**src/rtl/clk_rst_pkg.sv**
```systemverilog
// Shared types and default timing for the clock/reset sequencer.
package clk_rst_pkg;

  typedef enum logic [2:0] {
    ST_PLL_RST   = 3'd0,
    ST_WAIT_LOCK = 3'd1,
    ST_STABLE    = 3'd2,
    ST_IO_REL    = 3'd3,
    ST_RUN       = 3'd4,
    ST_FAULT     = 3'd5
  } state_t;

  localparam int unsigned DEF_PLL_RST_CYC  = 16;
  localparam int unsigned DEF_LOCK_TIMEOUT = 50000;
  localparam int unsigned DEF_STABLE_CYC   = 256;
  localparam int unsigned DEF_IO_DLY       = 32;
  localparam int unsigned DEF_MAX_RETRY    = 7;

  // Counter width from the largest cycle parameter, with one bit of headroom.
  function automatic int unsigned cnt_width(input int unsigned a, input int unsigned b,
                                            input int unsigned c, input int unsigned d);
    int unsigned m;
    m = a;
    if (b > m) m = b;
    if (c > m) m = c;
    if (d > m) m = d;
    return $clog2(m) + 1;
  endfunction

  localparam int unsigned DEF_CNT_W =
    cnt_width(DEF_PLL_RST_CYC, DEF_LOCK_TIMEOUT, DEF_STABLE_CYC, DEF_IO_DLY);

endpackage

```
**src/rtl/sync_2ff.sv**
```systemverilog
// Generic 1-bit two-flop synchronizer with synchronous active-high reset.
module sync_2ff (
  input  logic i_clk,
  input  logic i_rst,
  input  logic i_d,
  output logic o_q
);

  logic r_meta;
  logic r_sync;

  always_ff @(posedge i_clk) begin
    if (i_rst) begin
      r_meta <= 1'b0;
      r_sync <= 1'b0;
    end else begin
      r_meta <= i_d;
      r_sync <= r_meta;
    end
  end

  assign o_q = r_sync;

endmodule

```
**src/rtl/clk_rst_sequencer.sv**
```systemverilog
// Power-up/recovery sequencer: PLL reset, lock debounce, ordered IO then system release.
module clk_rst_sequencer
  import clk_rst_pkg::*;
#(
  parameter int unsigned PLL_RST_CYC  = DEF_PLL_RST_CYC,
  parameter int unsigned LOCK_TIMEOUT = DEF_LOCK_TIMEOUT,
  parameter int unsigned STABLE_CYC   = DEF_STABLE_CYC,
  parameter int unsigned IO_DLY       = DEF_IO_DLY,
  parameter int unsigned MAX_RETRY    = DEF_MAX_RETRY,
  parameter int unsigned CNT_W        = DEF_CNT_W
) (
  input  logic       clk_50M,
  input  logic       rst,
  input  logic       pll_locked,
  output logic       pll_rst,
  output logic       io_rst,
  output logic       rst_sys_n,
  output logic       ready,
  output logic       fault,
  output logic [7:0] retry_cnt,
  output logic [2:0] state_o
);

  localparam logic [CNT_W-1:0] L_PLL = CNT_W'(PLL_RST_CYC - 1);
  localparam logic [CNT_W-1:0] L_TO  = CNT_W'(LOCK_TIMEOUT - 1);
  localparam logic [CNT_W-1:0] L_ST  = CNT_W'(STABLE_CYC - 1);
  localparam logic [CNT_W-1:0] L_IO  = CNT_W'(IO_DLY - 1);

  state_t           r_state, w_state_nxt;
  logic [CNT_W-1:0] r_cnt, w_cnt_nxt;
  logic [7:0]       r_retry, w_retry_nxt;
  logic             r_pll_rst, r_io_rst, r_rst_sys_n, r_ready, r_fault;
  logic             w_pll_rst, w_io_rst, w_rst_sys_n, w_ready, w_fault;
  logic             w_lk, w_fail, w_zero;

  sync_2ff u_lock_sync (
    .i_clk (clk_50M),
    .i_rst (rst),
    .i_d   (pll_locked),
    .o_q   (w_lk)
  );

  assign w_zero = (r_cnt == '0);

  always_comb begin
    w_state_nxt = r_state;
    w_cnt_nxt   = r_cnt;
    w_retry_nxt = r_retry;
    w_fail      = 1'b0;
    case (r_state)
      ST_PLL_RST: begin
        if (w_zero) begin
          w_state_nxt = ST_WAIT_LOCK;
          w_cnt_nxt   = L_TO;
        end else begin
          w_cnt_nxt = r_cnt - CNT_W'(1);
        end
      end
      // Lock is checked before the timeout so a lock on the last cycle wins.
      ST_WAIT_LOCK: begin
        if (w_lk) begin
          w_state_nxt = ST_STABLE;
          w_cnt_nxt   = L_ST;
        end else if (w_zero) begin
          w_fail = 1'b1;
        end else begin
          w_cnt_nxt = r_cnt - CNT_W'(1);
        end
      end
      ST_STABLE: begin
        if (!w_lk) begin
          w_state_nxt = ST_WAIT_LOCK;
          w_cnt_nxt   = L_TO;
        end else if (w_zero) begin
          w_state_nxt = ST_IO_REL;
          w_cnt_nxt   = L_IO;
        end else begin
          w_cnt_nxt = r_cnt - CNT_W'(1);
        end
      end
      ST_IO_REL: begin
        if (!w_lk) begin
          w_fail = 1'b1;
        end else if (w_zero) begin
          w_state_nxt = ST_RUN;
        end else begin
          w_cnt_nxt = r_cnt - CNT_W'(1);
        end
      end
      ST_RUN: begin
        if (!w_lk) w_fail = 1'b1;
      end
      ST_FAULT: begin
        w_state_nxt = ST_FAULT;
      end
      default: begin
        w_state_nxt = ST_PLL_RST;
        w_cnt_nxt   = L_PLL;
      end
    endcase

    if (w_fail) begin
      if (r_retry != 8'hFF) w_retry_nxt = r_retry + 8'd1;
      if (32'(r_retry) >= MAX_RETRY) begin
        w_state_nxt = ST_FAULT;
      end else begin
        w_state_nxt = ST_PLL_RST;
        w_cnt_nxt   = L_PLL;
      end
    end

    w_pll_rst   = (w_state_nxt == ST_PLL_RST) || (w_state_nxt == ST_FAULT);
    w_io_rst    = (w_state_nxt != ST_IO_REL) && (w_state_nxt != ST_RUN);
    w_rst_sys_n = (w_state_nxt == ST_RUN);
    w_ready     = (w_state_nxt == ST_RUN);
    w_fault     = (w_state_nxt == ST_FAULT);
  end

  always_ff @(posedge clk_50M) begin
    if (rst) begin
      r_state     <= ST_PLL_RST;
      r_cnt       <= L_PLL;
      r_retry     <= '0;
      r_pll_rst   <= 1'b1;
      r_io_rst    <= 1'b1;
      r_rst_sys_n <= 1'b0;
      r_ready     <= 1'b0;
      r_fault     <= 1'b0;
    end else begin
      r_state     <= w_state_nxt;
      r_cnt       <= w_cnt_nxt;
      r_retry     <= w_retry_nxt;
      r_pll_rst   <= w_pll_rst;
      r_io_rst    <= w_io_rst;
      r_rst_sys_n <= w_rst_sys_n;
      r_ready     <= w_ready;
      r_fault     <= w_fault;
    end
  end

  assign pll_rst   = r_pll_rst;
  assign io_rst    = r_io_rst;
  assign rst_sys_n = r_rst_sys_n;
  assign ready     = r_ready;
  assign fault     = r_fault;
  assign retry_cnt = r_retry;
  assign state_o   = r_state;

endmodule
```
**config.mk**
```make
export PLATFORM = sky130hd
export DESIGN_NAME = clk_rst_sequencer
export DESIGN_NICKNAME = d
export VERILOG_FILES = /design/src/rtl/clk_rst_pkg.sv /design/src/rtl/sync_2ff.sv /design/src/rtl/clk_rst_sequencer.sv
export SDC_FILE = /design/constraint.sdc
export NUM_CORES = 1
export LEC_CHECK = 0
export CORE_MARGIN = 2
export CORE_UTILIZATION = 55
export CTS_BUF_LIST = sky130_fd_sc_hd__clkbuf_4
export DETAILED_ROUTE_END_ITERATION = 8
export GPL_TIMING_DRIVEN = 0
export HOLD_SLACK_MARGIN = 0.12
export PLACE_DENSITY_LB_ADDON = 0.3
export SETUP_SLACK_MARGIN = 0.5
export SYNTH_ARGS = -nofsm -noshare
export SYNTH_HDL_FRONTEND = slang
export SYNTH_SLANG_ARGS = --single-unit
```
**constraint.sdc**
```tcl
create_clock -name clk_50M -period 2.5 [get_ports clk_50M]
set_input_delay 0.5 -clock clk_50M [delete_from_list [all_inputs] [get_ports clk_50M]]
set_output_delay 0.5 -clock clk_50M [all_outputs]
set_load 0.05 [all_outputs]
```
==> metrics.md, run 1 <==
| Metric | Value |
|---|---|
| Remaining DRCs | `29` |
| Sequential share of the synthesized area | `27.3%` |
| Netlist Area Pre-Place | `0.00250 mm^2` |
| H-tree Lvls | `2` |
| Die Span Y | `71.4 um` |
| Core area | `0.00435 mm^2` |
| Worst slack at placement | `0.170 ns` |
| Leakage power | `1.26 nW` |
| Largest net degree at the start of global routing | `12` |
| Total global-route track usage | `32.1%` |
| Setup crit start | `r_cnt[0]$_SDFF_PP1_` |
| Slowest-stage cell, CP | `dfxtp_4` |
| Count of different cell masters after synthesis | `68` |
| Final GP Congestion | `0.976` |
| Pwr per Cell Area | `787 mW/mm^2` |
| Antenna violations before repair | `0` |
| Clk slew on worst S/H paths | `0.12 ns` |
| Sum of negative setup slack | `0 ns` |
| Drt first pass iters | `9` |
| WP buf/inv | `4` |
| Critical-path cell list | `inv_4 > ha_4 > nor4b_4 > buf_4 > and4_1 > buf_6 > buf_8 > nor2_1 > o311ai_1 > a21oi_1` |
| Critical path startpoint category | `flip-flop` |
| Final WL | `9030 um` |
| Synth area leaders | `dfxtp_1 (27%), a21oi_1 (5.8%), nor2_1 (3.0%)` |
| Reg2reg setup slack | `0.37 ns` |
| DR iter-0 viols | `597` |
| Sink Count | `34` |
| Fillers | `282` |
| Worst stage delay on the critical path | `0.37 ns` |
| Top_reg_cell synth | `dfxtp_1` |
| Async set-or-reset flop fraction in the synthesized netlist | `0%` |
| Die X | `71.4 um` |
| Antenna diode count | `0` |
| Finish-stage setup viols | `0` |
| Hold Crit Start | `u_lock_sync.r_meta$_SDFF_PP0_` |
| Dominant cell type by area after synthesis | `dfxtp_1` |
| I/O Buffers | `18` |
| Share of cells above drive strength 1 | `32.9%` |
| Detailed placement HPWL | `5080 um` |
| Critical path fanouts, max | `10` |
| Die ar. | `0.00509 mm^2` |
| Synthesis warning total | `0` |
| WP data required | `2.74 ns` |
| EDFF count, synth | `0` |
| Num CTS Buffers | `5` |
| Slew Viols, Final | `0` |
| Nets | `356` |
| Fmax | `468 MHz` |
| Max-slew headroom | `51.0%` |
| Critical R2R Launch | `r_cnt[0]$_SDFF_PP1_` |
| Row cnt | `24` |
| Synth-to-layout area growth | `32.5%` |
| Vias | `3,009` |
| Flops & latches, synth | `34` |
| Tmin final | `2.13 ns` |
| CTS tree | `done` |
| Syn Inst Count | `302` |
| Vias per Instance | `7.49` |
| Hold buffers post-CTS | `0` |
| Most frequent cells in the layout | `dfxtp_1 (28), buf_4 (22), a21oi_1 (20), nor2_1 (20), nand2_1 (16)` |
| Syn Nets | `309` |
| Number of I/O pins | `19` |
| Final ANT Viol Nets | `0` |
| Final hold viol count | `0` |
| Number of global-route vias before repair | `2,762` |
| CP delay by family, top | `buffers and inverters` |
| Hold WC Path Type | `reg -> reg` |
| Initial Utilization | `57.3%` |
| Worst Setup End Kind | `flip-flop` |
| Drt wl/cell | `22.5 um` |
| Worst path arrival time | `2.37 ns` |
| Maximum VDD drop | `0.453 mV` |
| Synth Area per Inst | `8.27 um^2` |
| Unrepaired setup endpoints after global routing | `true` |
| Share of the synthesized area in the top cell type | `27.3%` |
| Crit Path Category | `reg -> reg` |
| MaxCap Viol Count | `0` |
| Setup WS post-layout | `0.365 ns` |
| Total power | `2.60 mW` |
| Clk_skew | `0.0126 ns` |
| Total grt overflow | `0` |
| Worst Tran Pin Value | `0.736 ns` |
| Status | `finished with violations` |
| Commonest non-fill, non-tap cell in the layout | `dfxtp_1` |
| Clk_lat worst skew | `0.37 ns` |
| Root Buffer | `clkbuf_4` |
| Failing checks | `DRC` |
| Clock Path Buffers | `2` |
| First-pass GRT wire length | `13,000 um` |
| Tcrit/Tclk final | `85.4%` |
per-layer routing:
layer	part of all wire (%)	GRT usage [%]	vias to the layer above
met5	0	0	-
li1	-	-	1257
met1	36	38.2	1383
met2	45	51.6	262
met3	12	9.28	107
met4	7.1	18.2	0
stage by stage:
step	hold slack [ns]	cell area, um^2	util [%]	instances
after detailed placement	0.436	2770	63.6	372
after CTS	0.460	3100	71.3	398
after global routing	0.489	3310	75.9	402
final	0.470	3310	75.9	402
after global placement	0.424	2770	63.6	372
after floorplan	0.414	2530	-	302
flip-flops by register name (all words and copies together), names as in the netlist:
signal,flops
pll_rst,1
io_rst,1
retry_cnt,8
ready,1
u_lock_sync.o_q,1
state_o,3
r_cnt,17
u_lock_sync.r_meta,1
fault,1
timing repair:
action                     CTS  global route
buffers inserted            17             2
setup endpoints to repair   42            33
resized for setup           43            45
pin swaps                    7            11
gates cloned                 1             2
final cells by class:
cell class              instances  area (um^2)  share of cell area (%)
repair buffers                 40          343                    10.4
clock buffers                   5         37.5                    1.14
multi-input cells             232         1860                    56.2
inverters                       9         38.8                    1.17
plain buffers                  27          206                    6.24
flip-flops and latches         34          693                    21.0
clock inverters                 3         63.8                    1.93
well taps                      52         65.1                    1.97
worst register-to-register path: cells and delay by family (launching register included):
family                     cells  cell delay (ns)
AOI/OAI and AO/OA              2             0.44
adders and majority gates      1             0.13
buffers and inverters          4             0.56
DFF                            1             0.37
and+or+nand+nor                3             0.49
cells by family after synthesis:
| family | Yosys count | share of synthesized area, % |
|---|---|---|
| adder cells (fa/ha/maj) | 4 | 2.01 |
| AND/OR/NAND/NOR | 112 | 28.3 |
| XOR/XNOR | 6 | 2.11 |
| buffers and inverters | 36 | 8.07 |
| AO/OA/AOI/OAI | 105 | 30.2 |
| multiplexers | 5 | 2.06 |
| flip-flops | 34 | 27.3 |
synthesized netlist by cell type, types with 4 or more instances:
cell,n
o21ai_0,14
o211ai_1,5
o31ai_1,6
or3_1,5
nand3_1,6
a211oi_1,6
a311oi_1,7
nor2b_1,10
inv_1,9
mux2i_1,4
a21oi_1,29
nor4_1,6
nand2b_1,7
ha_1,4
buf_4,7
nand4_1,6
nor2_1,20
nand2_1,16
xor2_1,4
dfxtp_1,34
buf_2,8
or4_1,4
buf_6,4
clkbuf_1,7
a31oi_1,7
nor3_1,9
power by group:
part | total [mW] | internal [mW] | leakage, nW | switching, mW
sequential | 0.720 | 0.632 | 0.278 | 0.0884
clock | 0.522 | 0.308 | 0.0528 | 0.214
combinational | 1.36 | 0.613 | 0.928 | 0.748
path summary, 6_finish.rpt:
check / end / cells after the start
worst max-delay path: r_cnt[15]$_SDFF_PP0_ / 10
worst min-delay path: u_lock_sync.o_q$_SDFF_PP0_ / 1
worst min register to register: u_lock_sync.o_q$_SDFF_PP0_ / 1
worst max register to register: r_cnt[15]$_SDFF_PP0_ / 10
Note: power is estimated with default switching activity, not from simulation.
==> inputs of run 2 (changes only) <==
ABC_AREA = 1   (was unset)
==> metrics.md, run 2 <==
| Metric | Value |
|---|---|
| Status | `finished clean` |
| Reg2Reg Depth | `11 (+1)` |
| CTS tree | `done` |
| Clock Path Buffers | `2 (unchanged)` |
| Clk slew on worst S/H paths | `0.11 ns (about the same)` |
| Fillers | `354 (+26%)` |
| Critical path startpoint category | `flip-flop` |
| Worst slack at placement | `0.467 ns (+0.298 ns)` |
| Number of global-route vias before repair | `2,399 (-13%)` |
| Die Span Y | `71.1 um (-0.35%)` |
| Most frequent cells in the layout | `nand2_1 (98), nor2_1 (50), inv_1 (44), nand3_1 (42), dfxtp_1 (31)` |
| Hold buffers post-CTS | `0 (unchanged)` |
| Slew Viols, Final | `0 (unchanged)` |
| Setup WS post-layout | `0.561 ns (+0.196 ns)` |
| Dominant cell type by area after synthesis | `dfxtp_1` |
| Synthesis warning total | `0 (unchanged)` |
| Clk_lat worst skew | `0.36 ns (about the same)` |
| Antenna violations before repair | `0 (unchanged)` |
| Setup crit start | `state_o[0]$_SDFF_PP0_` |
| Routing usage on met2 | `43.2% (-8.4 points)` |
| Most flops, register | `r_cnt` |
| Hold WC Path Type | `reg -> reg` |
| Flops & latches, synth | `34 (unchanged)` |
| Worst Tran Pin Value | `0.594 ns (-0.142 ns)` |
| Maximum VDD drop | `0.323 mV (-29%)` |
| Share of the synthesized area in the top cell type | `27.5% (+0.21 points)` |
| Sum of negative setup slack | `0 ns (unchanged)` |
| Final WL | `7010 um (-22%)` |
| Async set-or-reset flop fraction in the synthesized netlist | `0% (unchanged)` |
| Sequential share of the synthesized area | `27.5% (+0.21 points)` |
| Synth-to-layout area growth | `21.6%` |
| Unrepaired setup endpoints after global routing | `true` |
| Hold depth | `2 (+1)` |
| Num CTS Buffers | `5 (unchanged)` |
| Die ar. | `0.00506 mm^2 (-0.70%)` |
| CP delay by family, top | `simple AND/OR/NAND/NOR gates` |
| Total grt overflow | `0 (unchanged)` |
| H-tree Lvls | `2 (unchanged)` |
| Slowest-stage cell, CP | `dfxtp_1` |
| WP buf/inv | `2 (-2)` |
| Largest net degree at the start of global routing | `13 (+1)` |
| Syn Nets | `413 (+34%)` |
| Leakage power | `1.48 nW (+18%)` |
| MaxCap Viol Count | `0 (unchanged)` |
| Critical path fanouts, max | `9 (-1)` |
| Critical-path cell list | `nor2_1 > nand2_1 > clkinvlp_4 > nand3_1 > nand2_1 > inv_1 > nand3_1 > nand2_4 > nand3_2 > nor2_4 > nor2_2` |
| Vias | `2,801 (-6.9%)` |
| Finish-stage setup viols | `0 (unchanged)` |
| Final ANT Viol Nets | `0 (unchanged)` |
| Drt first pass iters | `7 (-2)` |
| Commonest non-fill, non-tap cell in the layout | `nand2_1` |
| Remaining DRCs | `0 (-100%)` |
| Core area | `0.00435 mm^2 (unchanged)` |
| DR iter-0 viols | `303 (-49%)` |
| Netlist Area Pre-Place | `0.00248 mm^2 (-0.75%)` |
| Tcrit/Tclk final | `77.6% (-7.8 points)` |
| Worst Setup End Kind | `flip-flop` |
| Grt met1 use | `35.0% (-3.1 points)` |
| Root Buffer | `clkbuf_4` |
| Commonest cells in the netlist | `nand2_1 (102), nor2_1 (54), inv_1 (47)` |
| Critical R2R Launch | `state_o[0]$_SDFF_PP0_` |
| Endpoint, Worst Hold | `u_lock_sync.o_q$_SDFF_PP0_` |
| Worst path arrival time | `2.20 ns (-0.17 ns)` |
| First-pass GRT wire length | `10,700 um (-18%)` |
| Tmin final | `1.94 ns (-0.196 ns)` |
| Synth Area per Inst | `6.10 um^2 (-26%)` |
| Antenna diode count | `0 (unchanged)` |
| Die X | `71.1 um (-0.35%)` |
| Worst stage delay on the critical path | `0.44 ns (+0.07 ns)` |
| RR Endpoint | `io_rst$_SDFF_PP1_` |
| Most common cell in the netlist | `nand2_1` |
| Syn Inst Count | `406 (+34%)` |
| Hold Crit Start | `u_lock_sync.r_meta$_SDFF_PP0_` |
| Synth area leaders | `dfxtp_1 (27%), nand2_1 (15%), nand3_1 (8.5%)` |
| Sink Count | `34 (unchanged)` |
| Pwr per Cell Area | `344 mW/mm^2 (-56%)` |
| Row cnt | `24 (unchanged)` |
| Top_reg_cell synth | `dfxtp_1` |
| Crit Path Category | `reg -> reg` |
| Total global-route track usage | `26.4% (-5.7 points)` |
| Number of I/O pins | `19 (unchanged)` |
| Max reg flops | `17 (unchanged)` |
| Total power | `1.04 mW (-60%)` |
| Final hold viol count | `0 (unchanged)` |
| Initial Utilization | `56.9% (-0.43 points)` |
| Max-slew headroom | `60.1% (+9.1 points)` |
| Share of cells above drive strength 1 | `18.4% (-14 points)` |
| I/O Buffers | `17 (-1)` |
| Drt wl/cell | `14.2 um (-37%)` |
| Fmax | `516 MHz (+10%)` |
| Reg2reg setup slack | `0.56 ns (+0.20 ns)` |
| Detailed placement HPWL | `4720 um (-7.2%)` |
| Final GP Congestion | `0.964 (-1.2%)` |
| Most crowded layer after global routing | `met2` |
| Clk_skew | `0.0105 ns (-0.00206 ns)` |
| EDFF count, synth | `0 (unchanged)` |
| Nets | `447 (+26%)` |
| Vias per Instance | `5.68 (-24%)` |
| Met3 Use GR | `5.98% (-3.3 points)` |
| WP data required | `2.76 ns (+0.02 ns)` |
| Count of different cell masters after synthesis | `34 (-50%)` |
==> run 2: cell types whose count changed after synthesis, sizes merged, moves of 10 or more <==
cell	previous run	this run
nor2b	10	0
nor2	20	64
buf	20	6
nand3	6	43
inv	9	53
nand2	16	114
==> run 2: cell type report <==
| class | instances | area, um^2 | area share, % |
|---|---|---|---|
| multi-input combinational | 311 | 1650 | 54.6 |
| tap | 52 | 65.1 | 2.16 |
| clock buffer | 5 | 37.5 | 1.25 |
| timing repair buffer | 27 | 262 | 8.68 |
| clock inverter | 3 | 45.0 | 1.50 |
| inverter | 54 | 223 | 7.39 |
| buffer | 7 | 48.8 | 1.62 |
| sequential | 34 | 687 | 22.8 |
==> run 2: worst max path at each step <==
stage | end | cells after the start
after floorplan | retry_cnt[3]$_SDFFE_PP0P_ | 7
after global placement | r_cnt[8]$_SDFF_PP0_ | 13
after detailed placement | r_cnt[10]$_SDFF_PP0_ | 13
after CTS | r_cnt[1]$_SDFF_PP1_ | 13
after global routing | r_cnt[0]$_SDFF_PP1_ | 11
final | io_rst$_SDFF_PP1_ | 11
==> run 2: metrics by stage <==
stage | instance area (um^2) | util (%) | cells | hold slack, ns
finish | 3010 | 69.2 | 493 | 0.419
floorplan | 2480 | - | 406 | 0.388
detailed placement | 2710 | 62.3 | 475 | 0.404
global placement | 2710 | 62.3 | 475 | 0.398
global route | 3010 | 69.2 | 493 | 0.428
CTS | 2820 | 64.7 | 486 | 0.423
==> run 2: tightest hold or removal path, cell delays in order (launching register included) <==
cell	delay [ns]
dfxtp_1	0.32
inv_1	0.04
nor2_1	0.03
==> run 2: cell families (layout without fill, tap and decap cells) <==
| family | after synthesis | in the layout | share of synthesized area [%] |
|---|---|---|---|
| and+or+nand+nor | 247 | 247 | 46.2 |
| buffers and inverters | 61 | 96 | 9.65 |
| AOI/OAI and AO/OA | 52 | 52 | 11.9 |
| DFF | 34 | 34 | 27.5 |
| xor gates and xnor gates | 8 | 8 | 2.83 |
| adders and majority gates | 4 | 4 | 2.02 |
==> run 2: where the power goes <==
| part | switching (mW) | internal [mW] | total, mW |
|---|---|---|---|
| clock | 0.207 | 0.210 | 0.416 |
| sequential | 0.00623 | 0.547 | 0.554 |
| combinational | 0.0402 | 0.0259 | 0.0661 |
==> run 2: layer usage <==
metal	routed length (um)	part of all wire (%)
met5	0	0
met4	161	2.3
met3	599	8.6
met2	3240	46
met1	3010	43
==> run 2: what timing repair did <==
| action | 4_1_cts | 5_1_grt |
|---|---|---|
| setup endpoints to repair | 23 | 24 |
| gates resized for setup | 15 | 47 |
| buffers inserted | 3 | 7 |
| pin swaps | 1 | 12 |
